### src/rtl/iob_cache_axi_read_arbiter_if.sv
// Signal bundle between the line-fill requesters, the read arbiter and the memory AXI read port.
// The master modport is the arbiter's view: it masters the external AXI read channel and
// answers the requesters. The slave modport is the opposite view (requesters plus memory).
interface iob_cache_axi_read_arbiter_if #(
    parameter int N_M        = 2,
    parameter int AXI_ADDR_W = 32,
    parameter int AXI_DATA_W = 32,
    parameter int AXI_LEN_W  = 8,
    parameter int AXI_ID_W   = 1
);
    // requester side
    logic [N_M-1:0]            s_arvalid_i;
    logic [N_M*AXI_ADDR_W-1:0] s_araddr_i;
    logic [N_M*AXI_LEN_W-1:0]  s_arlen_i;
    logic [N_M*3-1:0]          s_arsize_i;
    logic [N_M*2-1:0]          s_arburst_i;
    logic [N_M-1:0]            s_arready_o;
    logic [N_M-1:0]            s_rvalid_o;
    logic [AXI_DATA_W-1:0]     s_rdata_o;
    logic [1:0]                s_rresp_o;
    logic                      s_rlast_o;
    logic [N_M-1:0]            s_rready_i;

    // external memory side
    logic                      m_axi_arvalid_o;
    logic [AXI_ADDR_W-1:0]     m_axi_araddr_o;
    logic [AXI_LEN_W-1:0]      m_axi_arlen_o;
    logic [2:0]                m_axi_arsize_o;
    logic [1:0]                m_axi_arburst_o;
    logic [AXI_ID_W-1:0]       m_axi_arid_o;
    logic                      m_axi_arlock_o;
    logic [3:0]                m_axi_arcache_o;
    logic [2:0]                m_axi_arprot_o;
    logic [3:0]                m_axi_arqos_o;
    logic                      m_axi_arready_i;
    logic                      m_axi_rvalid_i;
    logic [AXI_DATA_W-1:0]     m_axi_rdata_i;
    logic [1:0]                m_axi_rresp_i;
    logic                      m_axi_rlast_i;
    logic                      m_axi_rready_o;

    modport master (
        input  s_arvalid_i, s_araddr_i, s_arlen_i, s_arsize_i, s_arburst_i, s_rready_i,
        output s_arready_o, s_rvalid_o, s_rdata_o, s_rresp_o, s_rlast_o,
        output m_axi_arvalid_o, m_axi_araddr_o, m_axi_arlen_o, m_axi_arsize_o, m_axi_arburst_o,
        output m_axi_arid_o, m_axi_arlock_o, m_axi_arcache_o, m_axi_arprot_o, m_axi_arqos_o,
        input  m_axi_arready_i, m_axi_rvalid_i, m_axi_rdata_i, m_axi_rresp_i, m_axi_rlast_i,
        output m_axi_rready_o
    );

    modport slave (
        output s_arvalid_i, s_araddr_i, s_arlen_i, s_arsize_i, s_arburst_i, s_rready_i,
        input  s_arready_o, s_rvalid_o, s_rdata_o, s_rresp_o, s_rlast_o,
        input  m_axi_arvalid_o, m_axi_araddr_o, m_axi_arlen_o, m_axi_arsize_o, m_axi_arburst_o,
        input  m_axi_arid_o, m_axi_arlock_o, m_axi_arcache_o, m_axi_arprot_o, m_axi_arqos_o,
        output m_axi_arready_i, m_axi_rvalid_i, m_axi_rdata_i, m_axi_rresp_i, m_axi_rlast_i,
        input  m_axi_rready_o
    );
endinterface

### src/rtl/iob_cache_axi_read_arbiter.sv
// Round-robin arbiter sharing one AXI4 read channel between N_M cache line-fill masters.
// Exactly one burst is in flight; the grant is held from AR issue until the rlast beat.
// A beat counter checks the returned burst length against the latched arlen.
module iob_cache_axi_read_arbiter #(
    parameter int N_M        = 2,
    parameter int AXI_ADDR_W = 32,
    parameter int AXI_DATA_W = 32,
    parameter int AXI_LEN_W  = 8,
    parameter int AXI_ID_W   = 1
) (
    input  logic                     clk_i,
    input  logic                     reset,
    iob_cache_axi_read_arbiter_if.master bus,
    output logic                     busy_o,
    output logic [$clog2(N_M)-1:0]   grant_o,
    output logic                     len_err_o
);
    localparam int GW = $clog2(N_M);
    localparam int CW = AXI_LEN_W + 1;

    typedef enum logic [1:0] {IDLE, ADDR, DATA} state_t;

    state_t              state;
    logic [GW-1:0]       grant;
    logic [GW-1:0]       rr_ptr;
    logic [GW-1:0]       pick;
    logic                found;
    logic                arvalid_q;
    logic [AXI_LEN_W-1:0] arlen_q;
    logic [AXI_LEN_W-1:0] pick_len;
    logic [CW-1:0]       beat_cnt;
    logic [CW-1:0]       cnt_next;
    logic [CW-1:0]       beats_exp;
    logic                beat;

    // Round-robin search: first requesting index at or after the pointer, wrapping.
    always_comb begin
        found    = 1'b0;
        pick     = '0;
        pick_len = '0;
        for (int i = 0; i < N_M; i++) begin
            if (!found && bus.s_arvalid_i[(int'(rr_ptr) + i) % N_M]) begin
                found = 1'b1;
                pick  = GW'((int'(rr_ptr) + i) % N_M);
            end
        end
        for (int k = 0; k < N_M; k++) begin
            if (int'(pick) == k) begin
                pick_len = bus.s_arlen_i[k*AXI_LEN_W +: AXI_LEN_W];
            end
        end
    end

    assign beat      = (state == DATA) && bus.m_axi_rvalid_i && bus.s_rready_i[grant];
    assign cnt_next  = (&beat_cnt) ? beat_cnt : beat_cnt + CW'(1);
    assign beats_exp = {1'b0, arlen_q} + CW'(1);

    // Main FSM: grant selection, burst tracking, round-robin advance and length checking.
    always_ff @(posedge clk_i) begin
        if (reset) begin
            state     <= IDLE;
            grant     <= '0;
            rr_ptr    <= '0;
            arlen_q   <= '0;
            beat_cnt  <= '0;
            arvalid_q <= 1'b0;
            busy_o    <= 1'b0;
            len_err_o <= 1'b0;
        end else begin
            len_err_o <= 1'b0;
            case (state)
                IDLE: begin
                    if (found) begin
                        grant     <= pick;
                        arlen_q   <= pick_len;
                        arvalid_q <= 1'b1;
                        busy_o    <= 1'b1;
                        state     <= ADDR;
                    end
                end
                ADDR: begin
                    if (bus.m_axi_arready_i) begin
                        beat_cnt  <= '0;
                        arvalid_q <= 1'b0;
                        state     <= DATA;
                    end
                end
                DATA: begin
                    if (beat) begin
                        beat_cnt  <= cnt_next;
                        len_err_o <= bus.m_axi_rlast_i ? (cnt_next != beats_exp)
                                                       : (cnt_next == beats_exp);
                        if (bus.m_axi_rlast_i) begin
                            rr_ptr <= (grant == GW'(N_M - 1)) ? '0 : grant + GW'(1);
                            busy_o <= 1'b0;
                            state  <= IDLE;
                        end
                    end
                end
                default: begin
                    arvalid_q <= 1'b0;
                    busy_o    <= 1'b0;
                    state     <= IDLE;
                end
            endcase
        end
    end

    // Steer AR fields and handshakes to/from the granted requester only.
    always_comb begin
        bus.s_arready_o     = '0;
        bus.s_rvalid_o      = '0;
        bus.m_axi_rready_o  = 1'b0;
        bus.m_axi_araddr_o  = '0;
        bus.m_axi_arlen_o   = '0;
        bus.m_axi_arsize_o  = '0;
        bus.m_axi_arburst_o = '0;
        bus.m_axi_arid_o    = '0;
        if (state == ADDR) begin
            bus.s_arready_o[grant] = bus.m_axi_arready_i;
            bus.m_axi_arid_o       = AXI_ID_W'(grant);
            for (int k = 0; k < N_M; k++) begin
                if (int'(grant) == k) begin
                    bus.m_axi_araddr_o  = bus.s_araddr_i[k*AXI_ADDR_W +: AXI_ADDR_W];
                    bus.m_axi_arlen_o   = bus.s_arlen_i[k*AXI_LEN_W +: AXI_LEN_W];
                    bus.m_axi_arsize_o  = bus.s_arsize_i[k*3 +: 3];
                    bus.m_axi_arburst_o = bus.s_arburst_i[k*2 +: 2];
                end
            end
        end
        if (state == DATA) begin
            bus.s_rvalid_o[grant] = bus.m_axi_rvalid_i;
            bus.m_axi_rready_o    = bus.s_rready_i[grant];
        end
    end

    assign bus.m_axi_arvalid_o = arvalid_q;
    assign bus.m_axi_arlock_o  = 1'b0;
    assign bus.m_axi_arcache_o = 4'b0011;
    assign bus.m_axi_arprot_o  = 3'b000;
    assign bus.m_axi_arqos_o   = 4'b0000;
    assign bus.s_rdata_o       = bus.m_axi_rdata_i;
    assign bus.s_rresp_o       = bus.m_axi_rresp_i;
    assign bus.s_rlast_o       = bus.m_axi_rlast_i;
    assign grant_o             = grant;
endmodule
### src/flat_wrapper.sv
// flat-port wrapper written by rule: the top's interface ports become plain ports
module iob_cache_axi_read_arbiter_flat 
#(
    parameter int N_M        = 2,
    parameter int AXI_ADDR_W = 32,
    parameter int AXI_DATA_W = 32,
    parameter int AXI_LEN_W  = 8,
    parameter int AXI_ID_W   = 1
)
  (clk_i, reset, busy_o, grant_o, len_err_o, bus_s_arvalid_i, bus_s_araddr_i, bus_s_arlen_i, bus_s_arsize_i, bus_s_arburst_i, bus_s_rready_i, bus_s_arready_o, bus_s_rvalid_o, bus_s_rdata_o, bus_s_rresp_o, bus_s_rlast_o, bus_m_axi_arvalid_o, bus_m_axi_araddr_o, bus_m_axi_arlen_o, bus_m_axi_arsize_o, bus_m_axi_arburst_o, bus_m_axi_arid_o, bus_m_axi_arlock_o, bus_m_axi_arcache_o, bus_m_axi_arprot_o, bus_m_axi_arqos_o, bus_m_axi_arready_i, bus_m_axi_rvalid_i, bus_m_axi_rdata_i, bus_m_axi_rresp_i, bus_m_axi_rlast_i, bus_m_axi_rready_o);
  iob_cache_axi_read_arbiter_if #(.N_M(N_M), .AXI_ADDR_W(AXI_ADDR_W), .AXI_DATA_W(AXI_DATA_W), .AXI_LEN_W(AXI_LEN_W), .AXI_ID_W(AXI_ID_W)) bus_i ();
  input  logic clk_i;
  input  logic reset;
  output logic busy_o;
  output logic [$clog2(N_M)-1:0] grant_o;
  output logic len_err_o;
  input wire logic [$bits(bus_i.s_arvalid_i)-1:0] bus_s_arvalid_i;
  input wire logic [$bits(bus_i.s_araddr_i)-1:0] bus_s_araddr_i;
  input wire logic [$bits(bus_i.s_arlen_i)-1:0] bus_s_arlen_i;
  input wire logic [$bits(bus_i.s_arsize_i)-1:0] bus_s_arsize_i;
  input wire logic [$bits(bus_i.s_arburst_i)-1:0] bus_s_arburst_i;
  input wire logic [$bits(bus_i.s_rready_i)-1:0] bus_s_rready_i;
  output wire logic [$bits(bus_i.s_arready_o)-1:0] bus_s_arready_o;
  output wire logic [$bits(bus_i.s_rvalid_o)-1:0] bus_s_rvalid_o;
  output wire logic [$bits(bus_i.s_rdata_o)-1:0] bus_s_rdata_o;
  output wire logic [$bits(bus_i.s_rresp_o)-1:0] bus_s_rresp_o;
  output wire logic [$bits(bus_i.s_rlast_o)-1:0] bus_s_rlast_o;
  output wire logic [$bits(bus_i.m_axi_arvalid_o)-1:0] bus_m_axi_arvalid_o;
  output wire logic [$bits(bus_i.m_axi_araddr_o)-1:0] bus_m_axi_araddr_o;
  output wire logic [$bits(bus_i.m_axi_arlen_o)-1:0] bus_m_axi_arlen_o;
  output wire logic [$bits(bus_i.m_axi_arsize_o)-1:0] bus_m_axi_arsize_o;
  output wire logic [$bits(bus_i.m_axi_arburst_o)-1:0] bus_m_axi_arburst_o;
  output wire logic [$bits(bus_i.m_axi_arid_o)-1:0] bus_m_axi_arid_o;
  output wire logic [$bits(bus_i.m_axi_arlock_o)-1:0] bus_m_axi_arlock_o;
  output wire logic [$bits(bus_i.m_axi_arcache_o)-1:0] bus_m_axi_arcache_o;
  output wire logic [$bits(bus_i.m_axi_arprot_o)-1:0] bus_m_axi_arprot_o;
  output wire logic [$bits(bus_i.m_axi_arqos_o)-1:0] bus_m_axi_arqos_o;
  input wire logic [$bits(bus_i.m_axi_arready_i)-1:0] bus_m_axi_arready_i;
  input wire logic [$bits(bus_i.m_axi_rvalid_i)-1:0] bus_m_axi_rvalid_i;
  input wire logic [$bits(bus_i.m_axi_rdata_i)-1:0] bus_m_axi_rdata_i;
  input wire logic [$bits(bus_i.m_axi_rresp_i)-1:0] bus_m_axi_rresp_i;
  input wire logic [$bits(bus_i.m_axi_rlast_i)-1:0] bus_m_axi_rlast_i;
  output wire logic [$bits(bus_i.m_axi_rready_o)-1:0] bus_m_axi_rready_o;
  assign bus_i.s_arvalid_i = bus_s_arvalid_i;
  assign bus_i.s_araddr_i = bus_s_araddr_i;
  assign bus_i.s_arlen_i = bus_s_arlen_i;
  assign bus_i.s_arsize_i = bus_s_arsize_i;
  assign bus_i.s_arburst_i = bus_s_arburst_i;
  assign bus_i.s_rready_i = bus_s_rready_i;
  assign bus_s_arready_o = bus_i.s_arready_o;
  assign bus_s_rvalid_o = bus_i.s_rvalid_o;
  assign bus_s_rdata_o = bus_i.s_rdata_o;
  assign bus_s_rresp_o = bus_i.s_rresp_o;
  assign bus_s_rlast_o = bus_i.s_rlast_o;
  assign bus_m_axi_arvalid_o = bus_i.m_axi_arvalid_o;
  assign bus_m_axi_araddr_o = bus_i.m_axi_araddr_o;
  assign bus_m_axi_arlen_o = bus_i.m_axi_arlen_o;
  assign bus_m_axi_arsize_o = bus_i.m_axi_arsize_o;
  assign bus_m_axi_arburst_o = bus_i.m_axi_arburst_o;
  assign bus_m_axi_arid_o = bus_i.m_axi_arid_o;
  assign bus_m_axi_arlock_o = bus_i.m_axi_arlock_o;
  assign bus_m_axi_arcache_o = bus_i.m_axi_arcache_o;
  assign bus_m_axi_arprot_o = bus_i.m_axi_arprot_o;
  assign bus_m_axi_arqos_o = bus_i.m_axi_arqos_o;
  assign bus_i.m_axi_arready_i = bus_m_axi_arready_i;
  assign bus_i.m_axi_rvalid_i = bus_m_axi_rvalid_i;
  assign bus_i.m_axi_rdata_i = bus_m_axi_rdata_i;
  assign bus_i.m_axi_rresp_i = bus_m_axi_rresp_i;
  assign bus_i.m_axi_rlast_i = bus_m_axi_rlast_i;
  assign bus_m_axi_rready_o = bus_i.m_axi_rready_o;
  iob_cache_axi_read_arbiter #(.N_M(N_M), .AXI_ADDR_W(AXI_ADDR_W), .AXI_DATA_W(AXI_DATA_W), .AXI_LEN_W(AXI_LEN_W), .AXI_ID_W(AXI_ID_W)) u_core (.clk_i(clk_i), .reset(reset), .bus(bus_i), .busy_o(busy_o), .grant_o(grant_o), .len_err_o(len_err_o));
endmodule
### config.mk
export PLATFORM = sky130hd
export DESIGN_NAME = iob_cache_axi_read_arbiter_flat
export DESIGN_NICKNAME = d
export VERILOG_FILES = /design/src/rtl/iob_cache_axi_read_arbiter_if.sv /design/src/rtl/iob_cache_axi_read_arbiter.sv /design/src/flat_wrapper.sv
export SDC_FILE = /design/constraint.sdc
export NUM_CORES = 1
export LEC_CHECK = 0
export ABC_CLOCK_PERIOD_IN_PS = 6300
export CORE_AREA = 2 2 90 92
export DETAILED_ROUTE_END_ITERATION = 12
export DIE_AREA = 0 0 92 94
export PLACE_DENSITY = 0.87
export SYNTH_ARGS = -nofsm -noshare
export SYNTH_HDL_FRONTEND = slang
export SYNTH_SLANG_ARGS = --single-unit
### constraint.sdc
create_clock -name clk_i -period 6.3 [get_ports clk_i]
set_input_delay 1.575 -clock clk_i [delete_from_list [all_inputs] [get_ports clk_i]]
set_output_delay 1.575 -clock clk_i [all_outputs]
set_load 0.03 [all_outputs]
==> impl_metrics.env <==
export IMPL_status="finished, final reports clean"
export IMPL_r2r_start="u_core.grant_o$_SDFFE_PP0P_"
export IMPL_synth_xor_area_share=0.0541
export IMPL_power_density_mw_per_mm2=152
export IMPL_synthFlopType="dfxtp_1"
export IMPL_dieArea_mm2=0.00865
export IMPL_design_area_mm2=0.00393
export IMPL_wl_per_cell_um=16.4
export IMPL_critPathRequiredTime_ps=4720
export IMPL_ant_nets=0
export IMPL_synth_compound_area_frac=0.121
export IMPL_path_depth=4
export IMPL_synthMuxAreaShare=0.218
export IMPL_ios=235
export IMPL_fin_crit_ps=4750
export IMPL_worstPathMaxFanout=5
export IMPL_async_flop_share=0
export IMPL_max_stage_delay_ps=720
export IMPL_hold_class="reg2reg"
export IMPL_path_clk_slew_ps=90
export IMPL_yosys_area_share_simple=0.228
export IMPL_relSlewSlack=0.289
export IMPL_die_w_um=92
export IMPL_hpwlAfterDp_um=7570
export IMPL_grt_pass1_wl_um=13900
export IMPL_clock_latency_ps=280
export IMPL_cts_resized=0
export IMPL_via_per_inst=4.98
export IMPL_critical_path_top_delay_family="buffers and inverters"
export IMPL_critPathLaunchType="primary input"
export IMPL_ff2ff_path_depth=5
export IMPL_setup_violations=0
export IMPL_grt_pass1_vias=2786
export IMPL_antennaDiodeCount=0
export IMPL_synth_warnings=0
export IMPL_end_kind="primary output"
export IMPL_place_area_mm2=0.00388
export IMPL_final_hold_viol_count=0
export IMPL_drcViolationCount=0
export IMPL_syn_cell_area_mm2=0.00257
export IMPL_p_leak_nw=1.46
export IMPL_grt_antenna_before_repair=0
export IMPL_post_cts_buffers=0
export IMPL_synth_seq_area_share=0.187
export IMPL_finalClockSkew_ps=2.01
export IMPL_syn_to_final_growth_pct=53.1
export IMPL_path_buf_inv=2
export IMPL_htree_num_levels=1
export IMPL_cts_buffers_inserted=3
export IMPL_synth_edf_count=0
export IMPL_synth_top_family_by_area="simple AND/OR/NAND/NOR gates"
export IMPL_crit_chain="clkdlybuf4s50_1, nand2_1, nor2_1, clkdlybuf4s50_1"
export IMPL_syn_inst=352
export IMPL_slew_viol_final=0
export IMPL_syn_avg_cell_area_um2=7.30
export IMPL_initial_core_util=0.338
export IMPL_finalSetupTns_ps=0
export IMPL_coreArea_mm2=0.00761
export IMPL_critPathArrivalTime_ps=3180
export IMPL_reg2reg_slack_ps=3570
export IMPL_critPathSlowestCell="clkdlybuf4s50_1"
export IMPL_vdd_drop_max_mv=0.0535
export IMPL_cts_tree="done"
export IMPL_num_rows=32
export IMPL_routed_wl_um=9170
export IMPL_fmax_mhz=211
export IMPL_synth_seq_cells=24
export IMPL_grt_use_total=0.206
export IMPL_gp_congestion=0.887
export IMPL_min_to="u_core.rr_ptr$_SDFFE_PP0P_"
export IMPL_min_period_over_period=0.754
export IMPL_fillers=729
export IMPL_min_from="u_core.rr_ptr$_SDFFE_PP0P_"
export IMPL_dr_pass1_iters=4
export IMPL_cpMostUsedCell="clkdlybuf4s50_1"
export IMPL_drive_gt1_frac=0.0349
export IMPL_num_vias=2791
export IMPL_nets=594
export IMPL_cap_violations=0
export IMPL_port_buffers=154
export IMPL_grt_start_max_net_pins=45
export IMPL_overflow=0
export IMPL_worst_setup_path_type="in2out"
export IMPL_cts_buffer_depth=2
export IMPL_r2r_end="u_core.beat_cnt[1]$_SDFFE_PP0P_"
export IMPL_root_buffer="clkbuf_8"
export IMPL_die_h_um=94
export IMPL_rsz0062_at_grt="false"
export IMPL_clock_sinks=24
export IMPL_synthAdderAreaFrac=0.00974
export IMPL_worst_pin_slew_ps=1070
export IMPL_hold_buffers=0
export IMPL_ys_types=41
export IMPL_whs_path_depth=2
export IMPL_drt_initial_drc_count=150
cell families (layout without fill, tap and decap cells):
| logic type | count (synthesis) | count (layout) |
|---|---|---|
| AOI/OAI and AO/OA | 48 | 48 |
| adders and majority gates | 2 | 2 |
| DFF | 24 | 24 |
| xor gates and xnor gates | 15 | 15 |
| buffers and inverters | 73 | 169 |
| muxes | 56 | 56 |
| other | 2 | 12 |
| and+or+nand+nor | 132 | 132 |
metrics by stage:
step                      hold slack [ps]  power (mW)   util  instances  setup slack [ps]
after floorplan                       476       0.391      -        362              2390
after global placement                507       0.484  0.510        556              1550
after detailed placement              519       0.487  0.510        556              1550
after CTS                             535       0.597  0.517        560              1540
after global routing                  573       0.626  0.517        560              1510
final                                 533       0.596  0.517        560              1550
Yosys cell counts (3+ instances only):
library cell  count  share of area
xor2_1            5          0.017
dfxtp_1          24           0.19
nor3_1            4         0.0078
clkbuf_1         15          0.022
a21oi_1          12          0.023
or3_1             3         0.0073
buf_4            47           0.14
nand3_1           8          0.016
mux2i_1          56           0.22
a211oi_1          9          0.026
xnor2_1           9          0.031
nor2_1           81           0.12
buf_1             3         0.0044
o21ai_0          13          0.025
nand2_1          17          0.025
nand4_1           4         0.0097
inv_1             6         0.0088
and3_1            4         0.0097
flip-flops by register name, summed over array words and instances, names as in the netlist:
register                    flops
u_core.state                    2
u_core.rr_ptr                   1
u_core.busy_o                   1
u_core.bus.m_axi_arvalid_o      1
u_core.arlen_q                  8
u_core.beat_cnt                 9
u_core.grant_o                  1
u_core.len_err_o                1
worst reg2reg max path, cell delays in order, from the launching register on:
cell      delay [ps]
dfxtp_2         1050
mux2i_1          420
nor2_1           200
a211oi_1         710
o21ai_0          220
nand2_1           90
power by group:
group / internal, mW / switching (mW)
Combinational: 0.150 / 0.155
Clock: 0.0561 / 0.0545
Sequential: 0.162 / 0.0198
Total: 0.367 / 0.229
area by class of cell:
type                    count  area, um2  share of cell area
clock buffers               4       55.1              0.0140
inverters                   6       22.5             0.00573
multi-input cells         265       1670               0.424
flip-flops and latches     24        482               0.122
well taps                 102        128              0.0325
repair buffers            159       1580               0.402
worst max-delay path by stage:
stage                                     to                start
after floorplan           bus_m_axi_rready_o    bus_s_rready_i[1]
after global placement    bus_s_arready_o[1]  bus_m_axi_arready_i
after detailed placement  bus_s_arready_o[1]  bus_m_axi_arready_i
after CTS                 bus_s_arready_o[1]  bus_m_axi_arready_i
after global routing      bus_s_arready_o[1]  bus_m_axi_arready_i
final                     bus_s_arready_o[1]  bus_m_axi_arready_i
cell usage in the layout, fill, tap and decap left out, types with 8 or more instances in the layout:
master,instances
a211oi_1,9
a21oi_1,12
mux2i_1,56
xnor2_1,9
clkdlybuf4s50_1,154
nand3_1,8
o21ai_0,13
nand2_1,17
dfxtp_1,23
nor2_1,81
conb_1,12
metal layers:
metal,vias to the layer above,part of all wire,GRT usage
met3,18,0.094,0.0827
met1,1269,0.39,0.223
met4,0,0.026,0.0759
met2,137,0.49,0.363
li1,1367,-,-
met5,-,0,0
(Power assumes the default switching activity.)
